File: src/rtl/paicore_link_responder.sv
// Target-side PAICORE link endpoint: 4-phase REQ/ACK word capture, 64-bit frame pairing, FWFT frame FIFO, AXIS drain.
// Optional ACK-high watchdog enabled by defining PAICORE_RESP_TIMEOUT_EN.
module paicore_link_responder #(
  parameter int LINK_WIDTH      = 32,
  parameter int AXIS_DATA_WIDTH = 64,
  parameter int FIFO_DEPTH      = 16,
  parameter int SYNC_STAGES     = 2,
  parameter int TIMEOUT_CYCLES  = 1024
) (
  input  logic                       clk,
  input  logic                       rst_n,
  input  logic                       enable,
  input  logic [31:0]                frame_num_max,
  input  logic                       req_i,
  input  logic [LINK_WIDTH-1:0]      pdata_i,
  output logic                       ack_o,
  output logic                       busy_o,
  output logic                       done_o,
  output logic [31:0]                frame_cnt,
  output logic                       err_timeout_o,
  output logic [AXIS_DATA_WIDTH-1:0] m_axis_tdata,
  output logic                       m_axis_tvalid,
  output logic                       m_axis_tlast,
  input  logic                       m_axis_tready
);

  localparam int AW = $clog2(FIFO_DEPTH);
  localparam int CW = AW + 1;

  typedef enum logic {S_IDLE, S_ACK} state_e;

  generate
    if (AXIS_DATA_WIDTH != 2 * LINK_WIDTH) begin : g_bad_width
      $error("AXIS_DATA_WIDTH must equal 2*LINK_WIDTH");
    end
    if (FIFO_DEPTH < 4 || (FIFO_DEPTH & (FIFO_DEPTH - 1)) != 0) begin : g_bad_depth
      $error("FIFO_DEPTH must be a power of 2 and >= 4");
    end
    if (SYNC_STAGES < 2) begin : g_bad_sync
      $error("SYNC_STAGES must be >= 2");
    end
    if (TIMEOUT_CYCLES < 1) begin : g_bad_timeout
      $error("TIMEOUT_CYCLES must be >= 1");
    end
  endgenerate

  logic [SYNC_STAGES-1:0] sync_q, sync_d;
  logic                   req_s;
  state_e                 state_q, state_d;
  logic                   half_q, half_d;
  logic [LINK_WIDTH-1:0]  hi_q, hi_d;
  logic [AW-1:0]          wr_ptr_q, wr_ptr_d, rd_ptr_q, rd_ptr_d;
  logic [CW-1:0]          count_q, count_d;
  logic                   busy_q, busy_d;
  logic                   done_q, done_d;
  logic [31:0]            frame_cnt_q, frame_cnt_d;
  logic                   capture, push, pop, full, empty, tlast_new;
  logic                   timeout, rearm;
  logic [AXIS_DATA_WIDTH:0] mem [FIFO_DEPTH];
  logic [AXIS_DATA_WIDTH:0] rd_word;

  assign sync_d = {sync_q[SYNC_STAGES-2:0], req_i};
  assign req_s  = sync_q[SYNC_STAGES-1];

`ifdef PAICORE_RESP_TIMEOUT_EN
  logic [31:0] to_cnt_q, to_cnt_d;
  logic        err_q, err_d;
  logic        rearm_q, rearm_d;

  always_comb begin
    to_cnt_d = '0;
    timeout  = 1'b0;
    if (enable && state_q == S_ACK && req_s) begin
      if (to_cnt_q == 32'(TIMEOUT_CYCLES - 1)) timeout = 1'b1;
      else                                     to_cnt_d = to_cnt_q + 32'd1;
    end
  end

  // After a timeout the link must show req low before another word is taken.
  always_comb begin
    err_d   = err_q | timeout;
    rearm_d = rearm_q;
    if (timeout)     rearm_d = 1'b1;
    else if (!req_s) rearm_d = 1'b0;
  end

  always_ff @(posedge clk or negedge rst_n) begin
    if (!rst_n) begin
      to_cnt_q <= '0;
      err_q    <= 1'b0;
      rearm_q  <= 1'b0;
    end else begin
      to_cnt_q <= to_cnt_d;
      err_q    <= err_d;
      rearm_q  <= rearm_d;
    end
  end

  assign rearm         = rearm_q;
  assign err_timeout_o = err_q;
`else
  assign timeout       = 1'b0;
  assign rearm         = 1'b0;
  assign err_timeout_o = 1'b0;
`endif

  assign full  = (count_q == CW'(FIFO_DEPTH));
  assign empty = (count_q == '0);

  // FSM output process: link acknowledge and word capture decision.
  always_comb begin
    ack_o   = (state_q == S_ACK);
    capture = enable && (state_q == S_IDLE) && req_s && !rearm && (!half_q || !full);
  end

  always_comb begin
    state_d = state_q;
    if (!enable || timeout) begin
      state_d = S_IDLE;
    end else begin
      case (state_q)
        S_IDLE:  if (capture) state_d = S_ACK;
        S_ACK:   if (!req_s)  state_d = S_IDLE;
        default: state_d = S_IDLE;
      endcase
    end
  end

  assign push      = capture && half_q;
  assign pop       = !empty && m_axis_tready;
  assign tlast_new = (frame_num_max != 32'd0) && ((frame_cnt_q + 32'd1) == frame_num_max);

  always_comb begin
    half_d      = half_q;
    hi_d        = hi_q;
    wr_ptr_d    = wr_ptr_q;
    rd_ptr_d    = rd_ptr_q;
    count_d     = count_q;
    frame_cnt_d = frame_cnt_q;
    if (capture) begin
      half_d = !half_q;
      if (!half_q) hi_d = pdata_i;
    end
    if (push) begin
      wr_ptr_d    = wr_ptr_q + AW'(1);
      frame_cnt_d = frame_cnt_q + 32'd1;
    end
    if (pop) rd_ptr_d = rd_ptr_q + AW'(1);
    case ({push, pop})
      2'b10:   count_d = count_q + CW'(1);
      2'b01:   count_d = count_q - CW'(1);
      default: count_d = count_q;
    endcase
    if (timeout) half_d = 1'b0;
    if (!enable) begin
      half_d      = 1'b0;
      wr_ptr_d    = '0;
      rd_ptr_d    = '0;
      count_d     = '0;
      frame_cnt_d = '0;
    end
    busy_d = (count_d >= CW'(FIFO_DEPTH - 2));
    done_d = pop && m_axis_tlast;
  end

  always_ff @(posedge clk or negedge rst_n) begin
    if (!rst_n) begin
      sync_q      <= '0;
      state_q     <= S_IDLE;
      half_q      <= 1'b0;
      hi_q        <= '0;
      wr_ptr_q    <= '0;
      rd_ptr_q    <= '0;
      count_q     <= '0;
      busy_q      <= 1'b0;
      done_q      <= 1'b0;
      frame_cnt_q <= '0;
    end else begin
      sync_q      <= sync_d;
      state_q     <= state_d;
      half_q      <= half_d;
      hi_q        <= hi_d;
      wr_ptr_q    <= wr_ptr_d;
      rd_ptr_q    <= rd_ptr_d;
      count_q     <= count_d;
      busy_q      <= busy_d;
      done_q      <= done_d;
      frame_cnt_q <= frame_cnt_d;
    end
  end

  // Storage carries {tlast, frame}; no reset so it can map onto distributed RAM.
  always_ff @(posedge clk) begin
    if (push) mem[wr_ptr_q] <= {tlast_new, hi_q, pdata_i};
  end

  assign rd_word       = mem[rd_ptr_q];
  assign m_axis_tvalid = !empty;
  assign m_axis_tdata  = empty ? '0 : rd_word[AXIS_DATA_WIDTH-1:0];
  assign m_axis_tlast  = !empty && rd_word[AXIS_DATA_WIDTH];
  assign busy_o        = busy_q;
  assign done_o        = done_q;
  assign frame_cnt     = frame_cnt_q;

endmodule

File: config.mk
export PLATFORM = sky130hd
export DESIGN_NAME = paicore_link_responder
export DESIGN_NICKNAME = d
export VERILOG_FILES = /design/src/rtl/paicore_link_responder.sv
export SDC_FILE = /design/constraint.sdc
export NUM_CORES = 1
export LEC_CHECK = 0
export CELL_PAD_IN_SITES_DETAIL_PLACEMENT = 0
export CELL_PAD_IN_SITES_GLOBAL_PLACEMENT = 1
export CORE_MARGIN = 4
export CORE_UTILIZATION = 35
export DETAILED_ROUTE_END_ITERATION = 10
export GPL_ROUTABILITY_DRIVEN = 0
export HOLD_SLACK_MARGIN = 0.06
export PLACE_DENSITY = 0.63
export SETUP_SLACK_MARGIN = 0.2
export SYNTH_ARGS = -nofsm -noshare
export SYNTH_HDL_FRONTEND = slang
export SYNTH_SLANG_ARGS = --single-unit
File: constraint.sdc
create_clock -name clk -period 3.7 [get_ports clk]
set_clock_uncertainty 0.15 [all_clocks]
set_input_delay 0.74 -clock clk [delete_from_list [all_inputs] [get_ports clk]]
set_output_delay 0.74 -clock clk [all_outputs]
set_load 0.02 [all_outputs]
Yosys cells after proc, flatten, opt, wreduce, memory -nomap -nowiden
Memories as Yosys holds them, arrays and structs flattened.
Index checks and enable logic that the tools add are counted.
{"block": "totals", "mem_bits_rw": 1040, "latchBits": 0, "mem_count": 1, "regBits": 83, "romBits": 0, "out_inout_bits": 102, "word_cells": 58, "input_bits": 69}
{"block": "classes", "n_lt_le_gt_ge": 1, "addsub": 5, "n_div": 0, "n_reduce_logical": 15, "shifts": 0, "eq_ne": 7, "n_mux": 17, "n_mul": 0, "n_bitwise": 2}
{"name": "mem", "words": 16, "word_bits": 65, "rd": 1, "rd_ports_with_merged_regs": 0, "wr": 1, "line": "59", "rtl": "logic [AXIS_DATA_WIDTH:0] mem [FIFO_DEPTH];"}
{"operator": "2-to-1 mux 32 bit", "count": 2}
{"operator": "2-to-1 mux 64 bit", "count": 1}
{"operator": "adder 32 x 1 -> 32 bit (second input constant)", "count": 1}
{"operator": "equality test 32 bit", "count": 1}
{"operator": "nonzero test 32 bit", "count": 1}
{"operator": "2-to-1 mux 4 bit", "count": 4}
{"operator": "case mux 5 bit (2 select lines)", "count": 1}
{"operator": "adder 4 x 1 -> 4 bit (second input constant)", "count": 2}
{"operator": "logical AND 1 bit", "count": 8}
{"operator": "2-to-1 mux 1 bit", "count": 7}
{"operator": "inequality test 2 x 1 -> 1 bit (second input constant)", "count": 3}
{"operator": "adder 5 x 1 -> 5 bit (second input constant)", "count": 1}
{"operator": "equality test 5 bit (second input constant)", "count": 1}
{"operator": ">= comparator 5 x 4 -> 1 bit (second input constant)", "count": 1}
{"operator": "zero test 5 bit", "count": 1}
{"operator": "2-to-1 mux 5 bit", "count": 1}
{"operator": "subtractor 5 x 1 -> 5 bit (second input constant)", "count": 1}
{"operator": "zero test 1 bit", "count": 3}
{"operator": "equality test 2 x 1 -> 1 bit (second input constant)", "count": 1}
{"operator": "equality test 2 bit (second input constant)", "count": 1}
{"operator": "inverter 1 bit", "count": 2}
{"operator": "case mux 1 bit (2 select lines)", "count": 1}
{"operator": "AND reduction 2 bit", "count": 1}
{"operator": "logical OR 1 bit", "count": 1}

Logic depth before layout (Yosys ltp)
{"block": "logic_depth", "ltp_word": 9, "mapped_depth": 16, "depth_no_buf": 14}

Worst setup path after synthesis
OpenSTA, ideal clock, no wires.
{"block": "synth_timing", "path_kind": "register -> register", "from": "register state_q, in the netlist ack_o", "to": "memory mem[0][0] (netlist bit) (enable)", "period_less_slack_ns": 3.683, "arrival_time_ns": 3.103, "stages_incl_launch_ff": 8, "required_ns": 3.120, "setup_time_ns": 0.430, "slack_ns": 0.017, "n_path_buf": 1, "cell_sequence": "dfrtp_1 -> nor2b_1 -> nand2_1 -> a21oi_1 -> clkbuf_1 -> nand2_1 -> nor3_1 -> and2_1"}
{"block": "synth_between", "elab_chain_len": 7}
{"element": "from (decl)", "line": "49", "rtl": "state_e state_q, state_d;"}
{"element": "from (signal assigned)", "line": "180", "rtl": "state_q <= state_d;"}
{"element": "inverter 1 bit", "line": "113", "rtl": "capture = enable && (state_q == S_IDLE) && req_s && !rearm && (!half_q || !full);"}
{"element": "logical AND 1 bit (3 in series)", "line": "113"}
{"element": "logical AND 1 bit", "line": "129", "rtl": "assign push = capture && half_q;"}
{"element": "2-to-1 mux 1 bit", "line": "194", "rtl": "if (push) mem[wr_ptr_q] <= {tlast_new, hi_q, pdata_i};"}
{"element": "2-to-1 mux 1 bit (not written as such)", "line": "194"}
{"element": "to (decl)", "line": "59"}
No other way between the ends.

Worst setup path after layout
{"block": "layout_timing", "from": "register rd_ptr_q[0]", "to": "output port m_axis_tlast"}
{"block": "layout_between", "elab_chain_len": 2}
{"element": "from (decl)", "line": "52", "rtl": "logic [AW-1:0] wr_ptr_q, wr_ptr_d, rd_ptr_q, rd_ptr_d;"}
{"element": "from (signal assigned)", "line": "184", "rtl": "rd_ptr_q <= rd_ptr_d;"}
{"element": "memory read (16 x 65 bit)"}
{"element": "logical AND 1 bit", "line": "200", "rtl": "assign m_axis_tlast = !empty && rd_word[AXIS_DATA_WIDTH];"}
{"element": "to (decl)", "line": "23", "rtl": "output logic m_axis_tlast,"}
No other way between the ends.

==> reports/qor.yml <==
first_pass_iters: 5
ys_async_sr_fraction_pct: 7.39
antenna_found_initial: 6
wl_per_cell_um: 27.4
p_leak_nw: 17.3
via_count: 21800
fin_crit_ps: 4000
hold_viol: 0
dp_hpwl_um: 64700
synth_nets: 2093
p_switching_mw: 6.65
die_y_um: 364
hold_path_class: "reg -> reg"
required_ps: 2810
synth_flop_cell: "edfxtp_1"
grt_max_degree: 53
timing.fmax_mhz: 250
swShare_pct: 22.5
cp.arrival_ps: 3110
failed_checks: "negative setup slack"
max-vdd-ir-drop_mv: 0.446
dpl_worst_slack_ps: 63.0
cts_root_buf: "clkbuf_16"
slew_violations: 0
powerDensity_nw_per_um2: 540
cts_buffers: 114
num_rows: 130
ys_ff_latch: 1123
grt_pass1_wl_um: 164000
min_period_over_period_pct: 108
h-tree-depth: 3
rsz0062_at_grt: "true"
synthCells: 2015
p_int_mw: 22.9
status: "finished, violations left"
yosysTopAreaCell: "edfxtp_1"
cp-end-kind: "primary output"
grt_overflow: 0
clk_latency_ps: 700
finalSetupViolations: 65
start_kind: "flip-flop"
cap_violations: 0
clock_power_share_pct: 40.0
place.port_buffers: 169
tightest_slew_ps: 843
max_slew_margin_pct: 43.8
grt_pass1_vias: 23000
ys_seq_area_share_pct: 75.2
drive_above_1_share_pct: 34.6
vias_per_cell: 5.29
initialDrtViolationCount: 1897
netlist_area_um2: 44300
fin_area_um2: 54800
finalNetCount: 2445
instances_no_fill: 4122
drcViolationCount: 0
cts_buffer_depth: 3
die_w_um: 364
synth_edf_count: 1040
synth_top_area_share_pct: 70.5
cts.sinks: 1123
synth_cell_types: 53
io-pin-count: 171
die_area_um2: 132000
fin_hold_ws_ps: 198
cts_tree: "built"
ant_nets: 0
pwr-share-comb_pct: 10.1
core-area_um2: 126000
place_area_um2: 49500
synth.avg_cell_area_um2: 22.0
initial_core_util_pct: 35.3
seqPwrFrac_pct: 49.8
routed_wl_um: 113000
path_clk_slew_ps: 60
worstSetupPathType: "reg -> out"
timing.final.ws_setup_ps: -298
dp_cells: 3840
p_total_mw: 29.6
cp_max_fo: 8
area_growth_pct: 23.7
ys.warnings.count: 0
gr-usage-all-layers_pct: 17.1
yosys-top-cells-area: "edfxtp_1 71%, mux4_2 17%, dfrtp_1 4.7%"
Yosys cell counts (11+ instances only):
cell and number:
buf_2 11, o21ai_0 20, or3_1 12, edfxtp_1 1040, dfrtp_1 83, nor3_1 13
nand3_1 20, mux2_2 32, clkbuf_1 73, and2_1 114, xnor2_1 60, nor2_1 11
buf_1 21, nand2_1 30, nand4_1 16, nor4_1 14, mux4_2 325, a21boi_0 14
xor2_1 21
flip-flops by register name, summed over array words and instances, names as in the netlist:
name       count
busy_o         1
wr_ptr_q       4
ack_o          1
hi_q          32
sync_q         2
half_q         1
mem         1040
frame_cnt     32
done_o         1
rd_ptr_q       4
count_q        5
area by class of cell:
| type | count | area, um2 |
|---|---|---|
| clock buffer | 131 | 2960 |
| antenna | 3 | 7.51 |
| multi-input combinational | 778 | 10700 |
| timing repair buffer | 344 | 4760 |
| clock inverter | 87 | 940 |
| sequential | 1123 | 33300 |
| fill | 10700 | 70800 |
| tap | 1650 | 2060 |
| inverter | 6 | 22.5 |
cells by family after synthesis:
logic type	share of synthesized area (%)
AO/OA/AOI/OAI	0.907
buffers and inverters	1.02
other	0.00847
flip-flops	75.2
AND/OR/NAND/NOR	3.58
XOR/XNOR	1.60
adder cells (fa/ha/maj)	0.254
multiplexers	17.4
cells in the final DEF, fill, tap and decap left out, types with 8 or more instances in the layout:
master,count
a21boi_0,14
a21oi_1,8
and2_1,51
and2_4,63
and3_1,8
buf_12,81
buf_16,27
buf_2,13
buf_4,46
buf_6,61
bufinv_16,16
clkbuf_1,13
clkbuf_16,120
clkdlybuf4s50_1,102
clkinv_1,25
clkinv_2,23
clkinvlp_4,10
dfrtp_1,78
edfxtp_1,1040
ha_1,9
mux2_2,32
mux4_2,325
nand2_1,30
nand3_1,19
nand4_1,16
nor2_1,11
nor3_1,13
nor4_1,14
o21ai_0,20
or3_1,12
xnor2_1,60
xor2_1,21
worst max-delay path, cell delays in order (launching register included):
cell and delay [ps]:
dfrtp_4 500, buf_6 130, buf_16 160, buf_6 120
buf_6 110, mux4_2 500, mux4_2 580, and2_4 180
buf_6 120
through the flow:
step / util, % / setup TNS, ps
after detailed placement: 39.4 / 0
final: 43.6 / -14020
after global placement: 39.4 / 0
after floorplan: - / 0
after CTS: 43.3 / -16780
after global routing: 43.6 / -20040
repair_timing:
| item | CTS | global route |
|---|---|---|
| endpoints found under the hold margin | 50 | 0 |
| hold buffers | 1 | 0 |
| endpoints found under the setup margin | 81 | 82 |
| pin swaps | 4 | 0 |
| setup buffers | 31 | 7 |
| resized for setup | 442 | 34 |
| gates cloned | 16 | 6 |
final timing paths:
| path | startpoint | end | slack, ps | cells after the start |
|---|---|---|---|---|
| max reg2reg | frame_cnt[1] | mem[4][64] | 320 | 10 |
| min reg2reg | sync_q[0] | sync_q[1] | 200 | 0 |
| min in group asynchronous | rst_n | frame_cnt[31] | 480 | 2 |
| max in group asynchronous | rst_n | frame_cnt[0] | 2110 | 3 |
| min | sync_q[0] | sync_q[1] | 200 | 0 |
| max | rd_ptr_q[0] | m_axis_tlast | -300 | 8 |
power groups by stage:
stage	Clock (mW)	Combinational [mW]	Sequential [mW]
after detailed placement	0	2.40	15.0
after global routing	12.7	3.18	14.8
after global placement	0	2.37	15.0
after CTS	12.1	2.90	14.7
after floorplan	0	1.38	14.8
final	11.8	2.99	14.7
metal layers:
layer  wire length [um]  track usage (%)
met1              47700             23.4
met2              56800             28.9
met3               6370             2.57
met4               2140             4.17
met5                 11                0
Power figures use the tool's default switching activity.
